## src/rtl/clock_pkg.sv

```systemverilog
// Calendar constants, month table and FSM state encoding shared by the
// BCD-to-unix-seconds encoder.
package clock_pkg;

  localparam logic [13:0] EPOCH_YEAR   = 14'd1970;
  localparam logic [13:0] YEAR_MAX     = 14'd2099;
  localparam logic [31:0] SECS_PER_DAY = 32'd86400;

  localparam logic [4:0] DAYS_IN_MONTH [12] = '{
    5'd31, 5'd28, 5'd31, 5'd30, 5'd31, 5'd30,
    5'd31, 5'd31, 5'd30, 5'd31, 5'd30, 5'd31
  };

  typedef logic [2:0] state_t;
  localparam state_t ST_IDLE    = 3'd0;
  localparam state_t ST_CHECK   = 3'd1;
  localparam state_t ST_YEARS   = 3'd2;
  localparam state_t ST_MONTHS  = 3'd3;
  localparam state_t ST_COMBINE = 3'd4;

  // Returns 0 for an out-of-range month so callers can use it as a validity bound.
  function automatic logic [4:0] days_in_month(input logic [6:0] month, input logic leap);
    logic [4:0] d;
    logic [3:0] idx;
    d   = 5'd0;
    idx = month[3:0] - 4'd1;
    if (month >= 7'd1 && month <= 7'd12) begin
      d = DAYS_IN_MONTH[idx];
      if (month == 7'd2 && leap) d = 5'd29;
    end
    return d;
  endfunction

endpackage

```

## src/rtl/bcd2_to_bin.sv

```systemverilog
// Two-digit packed BCD to binary; valid drops when either nibble exceeds 9.
module bcd2_to_bin (
  input  logic [7:0] bcd,
  output logic [6:0] bin,
  output logic       valid
);

  always_comb begin
    valid = (bcd[7:4] <= 4'd9) && (bcd[3:0] <= 4'd9);
    bin   = {3'b000, bcd[7:4]} * 7'd10 + {3'b000, bcd[3:0]};
  end

endmodule

```

## src/rtl/bcd_to_unix_encoder.sv

```systemverilog
// Iterative BCD calendar date/time to unix-seconds encoder (one year or month per clock).
// Optional active-low load pulse output enabled by macro BCD_ENC_LOAD_PULSE_EN.
//
// state      | meaning
// -----------+--------------------------------------------------------------
// ST_IDLE    | waiting for start; inputs captured on the accepting edge
// ST_CHECK   | BCD decode and range validation of captured fields
// ST_YEARS   | add 365/366 per elapsed year since 1970
// ST_MONTHS  | add days of each elapsed month of the target year
// ST_COMBINE | fold days, day-of-month and h/m/s into seconds, pulse done
module bcd_to_unix_encoder
  import clock_pkg::*;
#(
  parameter int N = 64
) (
  input  logic         clk,
  input  logic         rst_n,
  input  logic         start,
  input  logic [15:0]  year_bcd_in,
  input  logic [7:0]   month_bcd_in,
  input  logic [7:0]   day_bcd_in,
  input  logic [7:0]   hour_bcd_in,
  input  logic [7:0]   minute_bcd_in,
  input  logic [7:0]   second_bcd_in,
  output logic         busy,
  output logic         done,
  output logic         error,
`ifdef BCD_ENC_LOAD_PULSE_EN
  output logic         load_n,
`endif
  output logic [N-1:0] unix_time
);

  state_t         state_q, state_d;
  logic [15:0]    year_bcd_q, year_bcd_d;
  logic [7:0]     month_bcd_q, month_bcd_d, day_bcd_q, day_bcd_d;
  logic [7:0]     hour_bcd_q, hour_bcd_d, minute_bcd_q, minute_bcd_d;
  logic [7:0]     second_bcd_q, second_bcd_d;
  logic [15:0]    days_q, days_d;
  logic [1:0]     yphase_q, yphase_d;
  logic [7:0]     yrs_left_q, yrs_left_d;
  logic [6:0]     m_q, m_d;
  logic [3:0]     mons_left_q, mons_left_d;
  logic           done_q, done_d, error_q, error_d;
  logic [N-1:0]   unix_time_q, unix_time_d;

  logic [6:0]     yh_bin, yl_bin, month_bin, day_bin, hour_bin, minute_bin, second_bin;
  logic [6:0]     fv;
  logic [13:0]    year_bin;
  logic           year_leap, fields_ok;
  logic [31:0]    day_total, secs_total;

  bcd2_to_bin u_yh  (.bcd(year_bcd_q[15:8]), .bin(yh_bin),     .valid(fv[0]));
  bcd2_to_bin u_yl  (.bcd(year_bcd_q[7:0]),  .bin(yl_bin),     .valid(fv[1]));
  bcd2_to_bin u_mon (.bcd(month_bcd_q),      .bin(month_bin),  .valid(fv[2]));
  bcd2_to_bin u_day (.bcd(day_bcd_q),        .bin(day_bin),    .valid(fv[3]));
  bcd2_to_bin u_hr  (.bcd(hour_bcd_q),       .bin(hour_bin),   .valid(fv[4]));
  bcd2_to_bin u_min (.bcd(minute_bcd_q),     .bin(minute_bin), .valid(fv[5]));
  bcd2_to_bin u_sec (.bcd(second_bcd_q),     .bin(second_bin), .valid(fv[6]));

  // 14-bit year so that e.g. "6066" cannot alias into the accepted range.
  always_comb begin
    year_bin   = {7'b0, yh_bin} * 14'd100 + {7'b0, yl_bin};
    year_leap  = (year_bin[1:0] == 2'b00);
    fields_ok  = (&fv)
              && (year_bin >= EPOCH_YEAR) && (year_bin <= YEAR_MAX)
              && (month_bin >= 7'd1) && (month_bin <= 7'd12)
              && (day_bin >= 7'd1) && (day_bin <= {2'b00, days_in_month(month_bin, year_leap)})
              && (hour_bin <= 7'd23) && (minute_bin <= 7'd59) && (second_bin <= 7'd59);
    day_total  = 32'(days_q) + 32'(day_bin) - 32'd1;
    secs_total = day_total * SECS_PER_DAY + 32'(hour_bin) * 32'd3600
               + 32'(minute_bin) * 32'd60 + 32'(second_bin);
  end

  always_comb begin
    state_d      = state_q;
    year_bcd_d   = year_bcd_q;
    month_bcd_d  = month_bcd_q;
    day_bcd_d    = day_bcd_q;
    hour_bcd_d   = hour_bcd_q;
    minute_bcd_d = minute_bcd_q;
    second_bcd_d = second_bcd_q;
    days_d       = days_q;
    yphase_d     = yphase_q;
    yrs_left_d   = yrs_left_q;
    m_d          = m_q;
    mons_left_d  = mons_left_q;
    done_d       = 1'b0;
    error_d      = error_q;
    unix_time_d  = unix_time_q;
    case (state_q)
      ST_IDLE: begin
        if (start) begin
          year_bcd_d   = year_bcd_in;
          month_bcd_d  = month_bcd_in;
          day_bcd_d    = day_bcd_in;
          hour_bcd_d   = hour_bcd_in;
          minute_bcd_d = minute_bcd_in;
          second_bcd_d = second_bcd_in;
          state_d      = ST_CHECK;
        end
      end
      ST_CHECK: begin
        days_d      = 16'd0;
        yphase_d    = 2'd2;
        m_d         = 7'd1;
        yrs_left_d  = 8'(year_bin - EPOCH_YEAR);
        mons_left_d = month_bin[3:0] - 4'd1;
        if (!fields_ok) begin
          state_d = ST_IDLE;
          done_d  = 1'b1;
          error_d = 1'b1;
        end else if (year_bin != EPOCH_YEAR) begin
          state_d = ST_YEARS;
        end else if (month_bin != 7'd1) begin
          state_d = ST_MONTHS;
        end else begin
          state_d = ST_COMBINE;
        end
      end
      ST_YEARS: begin
        // yphase tracks y%4, starting from 1970%4 == 2
        days_d     = days_q + ((yphase_q == 2'd0) ? 16'd366 : 16'd365);
        yphase_d   = yphase_q + 2'd1;
        yrs_left_d = yrs_left_q - 8'd1;
        if (yrs_left_q == 8'd1) state_d = (mons_left_q != 4'd0) ? ST_MONTHS : ST_COMBINE;
      end
      ST_MONTHS: begin
        days_d      = days_q + 16'(days_in_month(m_q, year_leap));
        m_d         = m_q + 7'd1;
        mons_left_d = mons_left_q - 4'd1;
        if (mons_left_q == 4'd1) state_d = ST_COMBINE;
      end
      ST_COMBINE: begin
        unix_time_d = N'(secs_total);
        done_d      = 1'b1;
        error_d     = 1'b0;
        state_d     = ST_IDLE;
      end
      default: state_d = ST_IDLE;
    endcase
  end

  always_ff @(posedge clk) begin
    if (!rst_n) begin
      state_q      <= ST_IDLE;
      year_bcd_q   <= 16'h0;
      month_bcd_q  <= 8'h0;
      day_bcd_q    <= 8'h0;
      hour_bcd_q   <= 8'h0;
      minute_bcd_q <= 8'h0;
      second_bcd_q <= 8'h0;
      days_q       <= 16'd0;
      yphase_q     <= 2'd0;
      yrs_left_q   <= 8'd0;
      m_q          <= 7'd0;
      mons_left_q  <= 4'd0;
      done_q       <= 1'b0;
      error_q      <= 1'b0;
      unix_time_q  <= '0;
    end else begin
      state_q      <= state_d;
      year_bcd_q   <= year_bcd_d;
      month_bcd_q  <= month_bcd_d;
      day_bcd_q    <= day_bcd_d;
      hour_bcd_q   <= hour_bcd_d;
      minute_bcd_q <= minute_bcd_d;
      second_bcd_q <= second_bcd_d;
      days_q       <= days_d;
      yphase_q     <= yphase_d;
      yrs_left_q   <= yrs_left_d;
      m_q          <= m_d;
      mons_left_q  <= mons_left_d;
      done_q       <= done_d;
      error_q      <= error_d;
      unix_time_q  <= unix_time_d;
    end
  end

`ifdef BCD_ENC_LOAD_PULSE_EN
  logic load_n_q, load_n_d;

  // Only COMBINE produces an error-free done, so the load strobe tracks leaving it.
  always_comb load_n_d = (state_q != ST_COMBINE);

  always_ff @(posedge clk) begin
    if (!rst_n) load_n_q <= 1'b1;
    else        load_n_q <= load_n_d;
  end

  assign load_n = load_n_q;
`endif

  assign busy      = (state_q != ST_IDLE);
  assign done      = done_q;
  assign error     = error_q;
  assign unix_time = unix_time_q;

endmodule

```

## config.mk

```make
export PLATFORM = sky130hd
export DESIGN_NAME = bcd_to_unix_encoder
export DESIGN_NICKNAME = d
export VERILOG_FILES = /design/src/rtl/clock_pkg.sv /design/src/rtl/bcd2_to_bin.sv /design/src/rtl/bcd_to_unix_encoder.sv
export SDC_FILE = /design/constraint.sdc
export NUM_CORES = 1
export LEC_CHECK = 0
export CELL_PAD_IN_SITES_DETAIL_PLACEMENT = 0
export CELL_PAD_IN_SITES_GLOBAL_PLACEMENT = 1
export CORE_AREA = 2 2 214 216
export CTS_CLUSTER_SIZE = 12
export DETAILED_ROUTE_END_ITERATION = 7
export DIE_AREA = 0 0 216 218
export PLACE_DENSITY_LB_ADDON = 0.25
export SLEW_MARGIN = 5
export SYNTH_ARGS = -nofsm -noshare
export SYNTH_HDL_FRONTEND = slang
export SYNTH_SLANG_ARGS = --single-unit
```

## constraint.sdc

```tcl
create_clock -name clk -period 8 [get_ports clk]
set_clock_uncertainty 0.15 [all_clocks]
set_input_delay 2.4 -clock clk [delete_from_list [all_inputs] [get_ports clk]]
set_output_delay 2.4 -clock clk [all_outputs]
set_load 0.02 [all_outputs]
```

# Word-level counts from Yosys, hierarchy flattened
# Memory sizes are Yosys's and may differ from the RTL's.
# Index checks and enable logic that the tools add are counted.
# word_totals
rom_bits	160
n_memories	2
input_bits	59
reg_bits	130
ramBits	0
latchBits	0
wordCells	153
output_inout_bits	67
# memory_table
name	depth	word_bits	read_ports	rd_ports_with_merged_regs	write_ports	line	rtl
(name not given)	16	5	1	0	0	clock_pkg.sv:28	d = DAYS_IN_MONTH[idx];
(name not given)	16	5	1	0	0	clock_pkg.sv:28	
# classes
n_shift	0
eq_ne	14
addsub	22
bitwise_logic	2
muxes	27
mul	11
n_reduce_logical	33
n_lt_le_gt_ge	27
n_div	0
# ops
op	count
4-bit less-or-equal comparator (second input constant)	14
7-bit by 4-bit adder with 7-bit output	7
16-bit case mux with 3 select lines	1
5-bit two-way mux	9
4-bit by 3-bit multiplier with 6-bit output (second input constant)	7
32-bit by 13-bit adder with 32-bit output	1
32-bit by 19-bit adder with 32-bit output	1
32-bit by 7-bit adder with 32-bit output	1
32-bit by 10-bit multiplier with 25-bit output (second input constant)	1
7-bit by 1-bit greater-or-equal comparator with 1-bit output (second input constant)	3
3-bit two-way mux	7
1-bit logical AND	20
17-bit by 1-bit subtractor with 18-bit output (second input constant)	1
16-bit by 7-bit adder with 17-bit output	1
16-bit by 5-bit adder with 16-bit output	1
16-bit by 9-bit adder with 16-bit output	1
8-bit case mux with 2 select lines	1
7-bit by 8-bit multiplier with 15-bit output (second input constant)	1
14-bit by 7-bit adder with 14-bit output	1
7-bit by 2-bit equality test with 1-bit output (second input constant)	2
14-bit by 11-bit greater-or-equal comparator with 1-bit output (second input constant)	1
14-bit by 12-bit less-or-equal comparator with 1-bit output (second input constant)	1
7-bit by 4-bit less-or-equal comparator with 1-bit output (second input constant)	2
7-bit by 6-bit less-or-equal comparator with 1-bit output (second input constant)	2
34 further kinds	49

# Depth between registers and ports, before layout
# Gate-level depths: netlist of the first run.
# depth
ltp_word	16
mapped_depth	39
depth_no_buf	38

# Cells and area by module
# A second synthesis of the first run with hierarchy kept.
# unflattened
hier_cells	1921
area_unflattened_um2	15678.8
# by_module_without_submodules
module	seq_area_each_um2	area_each_um2	cells_per_inst	instances
bcd_to_unix_encoder	2602.5	13979.7	1725	1
bcd2_to_bin	0.0	242.7	28	7

# Worst setup path before layout of the first run
# Ideal clock, no wire load.
# synth_timing
kind	reg-to-reg
startpoint	reg day_bcd_q[6]
endpoint	reg unix_time_q[31], in the netlist unix_time[31]
path_slack_ps	0
synth_period_minus_slack_ps	8000
required_ps	7787
setup_time_ps	63
path_buffers	1
arrival_ps	7787
path_stages_with_launch	38
cell_sequence	dfxtp_1 > ha_1 > ha_1 > and3_1 > a211oi_1 > xnor2_1 > inv_1 > ha_1 > inv_1 > ha_1 > o21ai_0 > nor2_1 > nor2_1 > nor2_1 > nor2_1 > o21bai_1 > a21oi_1 > xor2_1 > (+2 left out) > inv_1 > fa_1 > fa_1 > inv_1 > ha_1 > fa_1 > ha_1 > clkbuf_1 > a21oi_1 > a21boi_0 > o21ai_0 > a21oi_1 > o41ai_2 > xnor2_1 > and4_1 > and3_1 > mux2_1 > nand3_1
# synth_via
elab_chain_cells	8
# synth_lines
item	line	rtl
start: declaration	bcd_to_unix_encoder.sv:36	logic [7:0] month_bcd_q, month_bcd_d, day_bcd_q, day_bcd_d;
start signal: assignment	bcd_to_unix_encoder.sv:165	day_bcd_q <= day_bcd_d;
4-bit by 3-bit multiplier with 6-bit output	bcd2_to_bin.sv:10	bin = {3'b000, bcd[7:4]} * 7'd10 + {3'b000, bcd[3:0]};
7-bit by 4-bit adder with 7-bit output	bcd2_to_bin.sv:10	
16-bit by 7-bit adder with 17-bit output	bcd_to_unix_encoder.sv:70	day_total = 32'(days_q) + 32'(day_bin) - 32'd1;
17-bit by 1-bit subtractor with 18-bit output	bcd_to_unix_encoder.sv:70	
32-bit by 10-bit multiplier with 25-bit output	bcd_to_unix_encoder.sv:71	secs_total = day_total * SECS_PER_DAY + 32'(hour_bin) * 32'd3600
32-bit by 19-bit adder with 32-bit output	bcd_to_unix_encoder.sv:71	
32-bit by 13-bit adder with 32-bit output	bcd_to_unix_encoder.sv:72	+ 32'(minute_bin) * 32'd60 + 32'(second_bin);
32-bit by 7-bit adder with 32-bit output	bcd_to_unix_encoder.sv:72	
end signal: assignment	bcd_to_unix_encoder.sv:176	unix_time_q <= unix_time_d;
end: declaration	bcd_to_unix_encoder.sv:45	logic [N-1:0] unix_time_q, unix_time_d;
# No other way between the ends.
# A chain may end at the register's enable or synchronous reset.

# Final worst setup path of the first run
# layout_timing
startpoint	reg day_bcd_q[5]
endpoint	reg unix_time_q[31], in the netlist unix_time[31]
# Same word-level chain as after synthesis.

==> results of run 1 <==
## layer usage
layer / vias up / GRT usage, %
met3: 36 / 2.94
met1: 6195 / 22.2
met4: 0 / 5.53
met5: - / 0
met2: 131 / 28.1
li1: 6694 / -
## path summary, 6_finish.rpt
kind / depth (start not counted) / to / startpoint
min: 2 / unix_time[1] / unix_time[1]
max: 34 / unix_time[31] / day_bcd_q[5]
min reg2reg: 2 / unix_time[1] / unix_time[1]
max reg2reg: 34 / unix_time[31] / day_bcd_q[5]
## cell families (layout without fill, tap and decap cells)
logic type | Yosys count | in the layout | share of synthesized area (%)
AND/OR/NAND/NOR | 492 | 492 | 14.4
other | 1 | 32 | 0.0241
AO/OA/AOI/OAI | 428 | 428 | 17.2
buffers and inverters | 352 | 481 | 9.27
XOR/XNOR | 145 | 145 | 8.31
flip-flops | 130 | 130 | 16.7
adder cells (fa/ha/maj) | 366 | 366 | 33.8
multiplexers | 4 | 4 | 0.282
## critical path: cells and delay by family, from the launching register on
kind / cells / cell delay, ns
AOI/OAI and AO/OA: 4 / 0.53
adders and majority gates: 11 / 3.71
buffers and inverters: 6 / 0.51
muxes: 1 / 0.29
and+or+nand+nor: 9 / 1.66
DFF: 1 / 0.36
xor gates and xnor gates: 3 / 0.43
## layout make-up
type | instances | share of cell area, %
Inverter | 272 | 5.48
Sequential cell | 130 | 14.0
Timing Repair Buffer | 177 | 8.41
Clock inverter | 14 | 0.952
Clock buffer | 18 | 2.35
Multi-Input combinational cell | 1467 | 64.8
Tap cell | 600 | 4.02
## repair_timing
action                                  4_1_cts  5_1_grt
pin swaps                                     3       54
endpoints found under the setup margin        8       11
endpoints found under the hold margin         0        0
gates resized for setup                       8       80
buffers inserted                              2       17
## synth_stat cells, types with 3 or more instances
cell,n
nand2b_1,11
and3_1,9
a31o_2,3
a22oi_1,14
o22ai_1,4
a31oi_1,15
xor2_1,48
nor2b_1,11
xnor2_1,95
a211o_1,3
nand4_1,14
nor2_1,105
nor3b_1,4
a21oi_1,181
inv_1,271
clkbuf_1,43
o21bai_1,17
nor3_1,34
ha_1,276
and2_1,7
a41oi_1,4
dfxtp_1,130
buf_4,32
and4_1,4
o21ai_0,79
a211oi_1,19
nand3b_1,4
o211ai_1,6
buf_1,5
or2_2,4
nand3_1,40
o21a_1,7
fa_1,90
a311oi_1,4
nor4_1,6
or3_1,7
a21o_1,38
nand2_1,221
## through the flow
step / setup slack [ns] / hold WS (ns) / area (µm²) / std cells / TNS, ns
after floorplan: 0.000403 / 0.282 / 15700 / 1949 / 0
after global placement: -0.132 / 0.292 / 17400 / 2627 / -0.330
after detailed placement: -0.285 / 0.298 / 17400 / 2627 / -1.12
after CTS: 0.000494 / 0.307 / 18100 / 2661 / 0
after global routing: -0.121 / 0.326 / 18700 / 2678 / -0.416
final: 0.310 / 0.303 / 18700 / 2678 / 0
## state kept, by name, summed over array words and instances (netlist names), 2 cells and up
signal	cells
day_bcd_q	8
days_q	16
hour_bcd_q	8
m_q	7
minute_bcd_q	8
mons_left_q	4
month_bcd_q	8
second_bcd_q	8
state_q	3
unix_time	32
year_bcd_q	16
yphase_q	2
yrs_left_q	8
==> impl_metrics.csv, run 1 <==
group,metric,value,unit
synth,async_flop_share,0,%
final_layout,layout_common_cells,"inv_1 (268), ha_1 (262), nand2_1 (220)",
synth,synth_edf_count,0,
job,maxCapViolations,0,
floorplanning,core,44900,µm²
drt,viasPerCell,4.88,
worst_setup_path,ff2ff_setup_slack,0.31,ns
drt,drc,0,
final_layout,multi_input_comb_area,12100,µm²
worst_setup_path,max_stage_delay,0.63,ns
floorplanning,start_util,34.6,%
floorplanning,rows,78,
floorplanning,die_area,47100,µm²
timing,drv_slew,0,
timing,min_period,7.69,ns
worst_setup_path,slowest_stage,"fa_2",
synth,ys_seq_area_share,16.7,%
synth,synth_area,15500,µm²
global_route,antenna_found_initial,0,
worst_setup_path,cp.arrival,7.95,ns
final_layout,area_delta_synth_final,20.0,%
synth,ys_warn_count,0,
final_layout,diodes,0,
worst_setup_path,cp_data_required_time,8.26,ns
worst_setup_path,critPathMaxFanout,5,
final_layout,nets,2490,
place,place_congestion,0.817,
global_route,grt_pass1_wl,64000,µm
clock_tree,hold_buffers,0,
synth,syn_inst,1918,
drt,drt-total-wl,39200,µm
final_layout,final_util,41.6,%
final_layout,seq_area,2610,µm²
clock_tree,htree_levels,4,
timing,tightest_slew,1.10,ns
final_layout,drive_gt1_share,10.3,%
synth,synth_top_area_share,22.2,%
drt,top_layer,"met4",
drt,wl_met3,888,µm
clock_tree,clk_pin_slew,0.07,ns
clock_tree,cts_made_buffers,17,
clock_tree,root_buffer,"clkbuf_16",
synth,synth_top_cells_by_area,"ha_1 (22%), dfxtp_1 (17%), fa_1 (12%), inv_1 (6.5%), a21oi_1 (5.8%)",
place,hpwl,31200,µm
drt,wl_met1,19100,µm
final_layout,fill_cells,4638,
synth,synth_largest_area_cell,"ha_1",
worst_setup_path,cp-start-kind,"flop",
timing,hold_violations,0,
floorplanning,die_h,218,µm
global_route,grt_max_degree,61,
synth,ys_types,80,
clock_tree,tritoncts,"built",
timing,timing.final.crit_share,96.1,%
drt,dr.pass1.iters,4,
status,status,"complete, no violations",
clock_tree,clockBufferDepth,2,
drt,vias,13056,
worst_setup_path,critPathCaptureType,"flop",
place,port_buffers,93,
global_route,grt_overflow,0,
global_route,first_global_vias,12785,
global_route,grt_util_all_layers,16.9,%
synth,synth-main-ff-cell,"dfxtp_1",
drt,wl_per_cell,14.6,µm
clock_tree,clkLatencyLatePin,0.48,ns
timing,slew_headroom,26.6,%
timing,clock.fmax,130,MHz
floorplanning,io_pins,126,
drt,first_iter_violations,518,
clock_tree,cts.sinks,130,
timing,finalSetupViolCount,0,
synth,syn_avg_cell_area,8.10,µm²
worst_hold_path,hold_path.class,"flop to flop",
floorplanning,die_w,216,µm
final_layout,final_common_cell,"inv_1",
drt,antenna_left,0,
synth,ys_seq_elements,130,
drt,wl_met2,18500,µm
worst_setup_path,timing_worst_setup_path_type,"flop to flop",
Power of run 1 is left out: the tool's default activity adds up to more than one toggle a clock period on the data nets, which glitch-free logic cannot reach.
==> run 2, diff against run 1 <==
Settings changed: CORE_AREA 2 2 214 216 to 2 2 231 233, DIE_AREA 0 0 216 218 to 0 0 233 235.
Clock period 8 ns to 7.5 ns, I/O delays scaled along.
==> impl_metrics.csv, run 2 (same netlist as run 1, synthesis figures left out) <==
group,metric,value,unit
final_layout,largest_reg_flops,32,
final_layout,layout_common_cells,"inv_1 (259), ha_1 (254), nand2_1 (217)",
drt,viasPerCell,4.66,
final_layout,final_cell_area,19700,µm²
timing,slew_headroom,22.8,%
global_route,grt_overflow,0,
clock_tree,clkLatencyLatePin,0.50,ns
worst_setup_path,ff2ff_setup_slack,-0.08,ns
worst_setup_path,cp-start-kind,"flop",
worst_hold_path,hold_path.class,"flop to flop",
timing,fin_ws,-0.0809,ns
final_layout,nets,2579,
drt,drc,0,
timing,hold_violations,0,
final_layout,fill_cells,5457,
worst_setup_path,r2r-end,"unix_time[31]",
clock_tree,cts_made_buffers,17,
timing,clock.fmax,132,MHz
global_route,grt_util_all_layers,15.2,%
global_route,first_global_vias,13378,
worst_setup_path,cp_data_required_time,7.79,ns
timing,tns,-0.142,ns
clock_tree,root_buffer,"clkbuf_16",
drt,wl_per_cell,14.1,µm
drt,antenna_left,0,
clock_tree,tritoncts,"built",
place,place_congestion,0.775,
floorplanning,die_h,235,µm
place,port_buffers,93,
timing,tightest_slew,1.16,ns
final_layout,drive_gt1_share,16.4,%
floorplanning,start_util,29.8,%
clock_tree,clockBufferDepth,2,
worst_setup_path,r2r_cells,36,
clock_tree,cts.sinks,130,
timing,rsz0062_at_grt,"true",
drt,vias,13309,
worst_setup_path,critPathMaxFanout,4,
floorplanning,core,52200,µm²
place,hpwl,32300,µm
status,status,"complete, but fails checks",
drt,dr.pass1.iters,7,
worst_setup_path,timing_worst_setup_path_type,"flop to flop",
drt,drt-total-wl,40200,µm
drt,first_iter_violations,494,
clock_tree,clk_pin_slew,0.07,ns
status,violations,"setup timing",
worst_setup_path,cp-endpoint,"unix_time[31]",
global_route,grt_pass1_wl,67400,µm
worst_setup_path,slowest_stage,"fa_1",
timing,finalSetupViolCount,4,
floorplanning,die_area,54800,µm²
worst_setup_path,crit_top_cell,"ha_4",
job,maxCapViolations,0,
worst_setup_path,startpoint,"day_bcd_q[6]",
timing,min_period,7.58,ns
clock_tree,htree_levels,4,
final_layout,diodes,0,
floorplanning,die_w,233,µm
worst_setup_path,max_stage_delay,0.47,ns
floorplanning,io_pins,126,
floorplanning,rows,84,
worst_setup_path,r2r-start,"day_bcd_q[6]",
worst_setup_path,cp.arrival,7.87,ns
timing,drv_slew,0,
global_route,antenna_found_initial,0,
global_route,grt_max_degree,57,
place,dpl_cell_area,18200,µm²
worst_setup_path,critPathCaptureType,"flop",
timing,timing.final.crit_share,101,%
final_layout,area_delta_synth_final,27.0,%
final_layout,final_common_cell,"inv_1",
run 2: timing repair:
| item | 4_1_cts | 5_1_grt |
|---|---|---|
| resized for setup | 39 | 88 |
| pin swaps | 51 | 79 |
| setup endpoints to repair | 10 | 12 |
| hold buffers | 0 | 0 |
| hold endpoints to repair | 0 | 0 |
| buffers inserted | 15 | 18 |
run 2: metrics by stage:
stage / hold WS, ns / utilization [%] / cells / worst slack (ns)
after floorplan: 0.282 / - / 1949 / 0.0106
after global placement: 0.291 / 34.9 / 2792 / -0.195
after detailed placement: 0.299 / 34.9 / 2792 / -0.286
after CTS: 0.310 / 36.7 / 2839 / -0.0353
after global routing: 0.325 / 37.8 / 2855 / -0.450
final: 0.305 / 37.8 / 2855 / -0.0809
run 2: layer usage:
| metal | share of wire, % | track usage, % |
|---|---|---|
| met1 | 49 | 20.6 |
| met2 | 48 | 25.2 |
| met3 | 2.5 | 2.69 |
| met4 | 0.97 | 3.28 |
| met5 | 0 | 0 |
run 2: final cells by class:
| cell class | count | area [µm²] | share of cell area (%) |
|---|---|---|---|
| Clock buffer | 17 | 425 | 2.15 |
| Clock inverter | 15 | 166 | 0.843 |
| Inverter | 272 | 1020 | 5.18 |
| Multi-Input combinational cell | 1467 | 12400 | 62.9 |
| Sequential cell | 130 | 2610 | 13.2 |
| Tap cell | 688 | 861 | 4.36 |
| Timing Repair Buffer | 266 | 2240 | 11.3 |
run 2: worst min-delay path by stage:
stage	cells after the start	start	slack [ns]	endpoint
after CTS	2	unix_time[4]	0.31	unix_time[4]
after detailed placement	2	unix_time[22]	0.30	unix_time[22]
after floorplan	2	second_bcd_q[0]	0.28	unix_time[0]
after global routing	2	unix_time[13]	0.33	unix_time[13]
after global placement	2	yphase_q[1]	0.29	yphase_q[1]
final	2	unix_time[4]	0.31	unix_time[4]
run 2: critical path: cells and delay by family, from the launching register on:
| family | cells | cell delay [ns] |
|---|---|---|
| AOI/OAI and AO/OA | 4 | 0.88 |
| xor gates and xnor gates | 3 | 0.45 |
| adders and majority gates | 10 | 2.92 |
| buffers and inverters | 6 | 0.47 |
| DFF | 1 | 0.35 |
| muxes | 1 | 0.30 |
| and+or+nand+nor | 12 | 2.04 |
Power of run 2 is left out for the same reason.
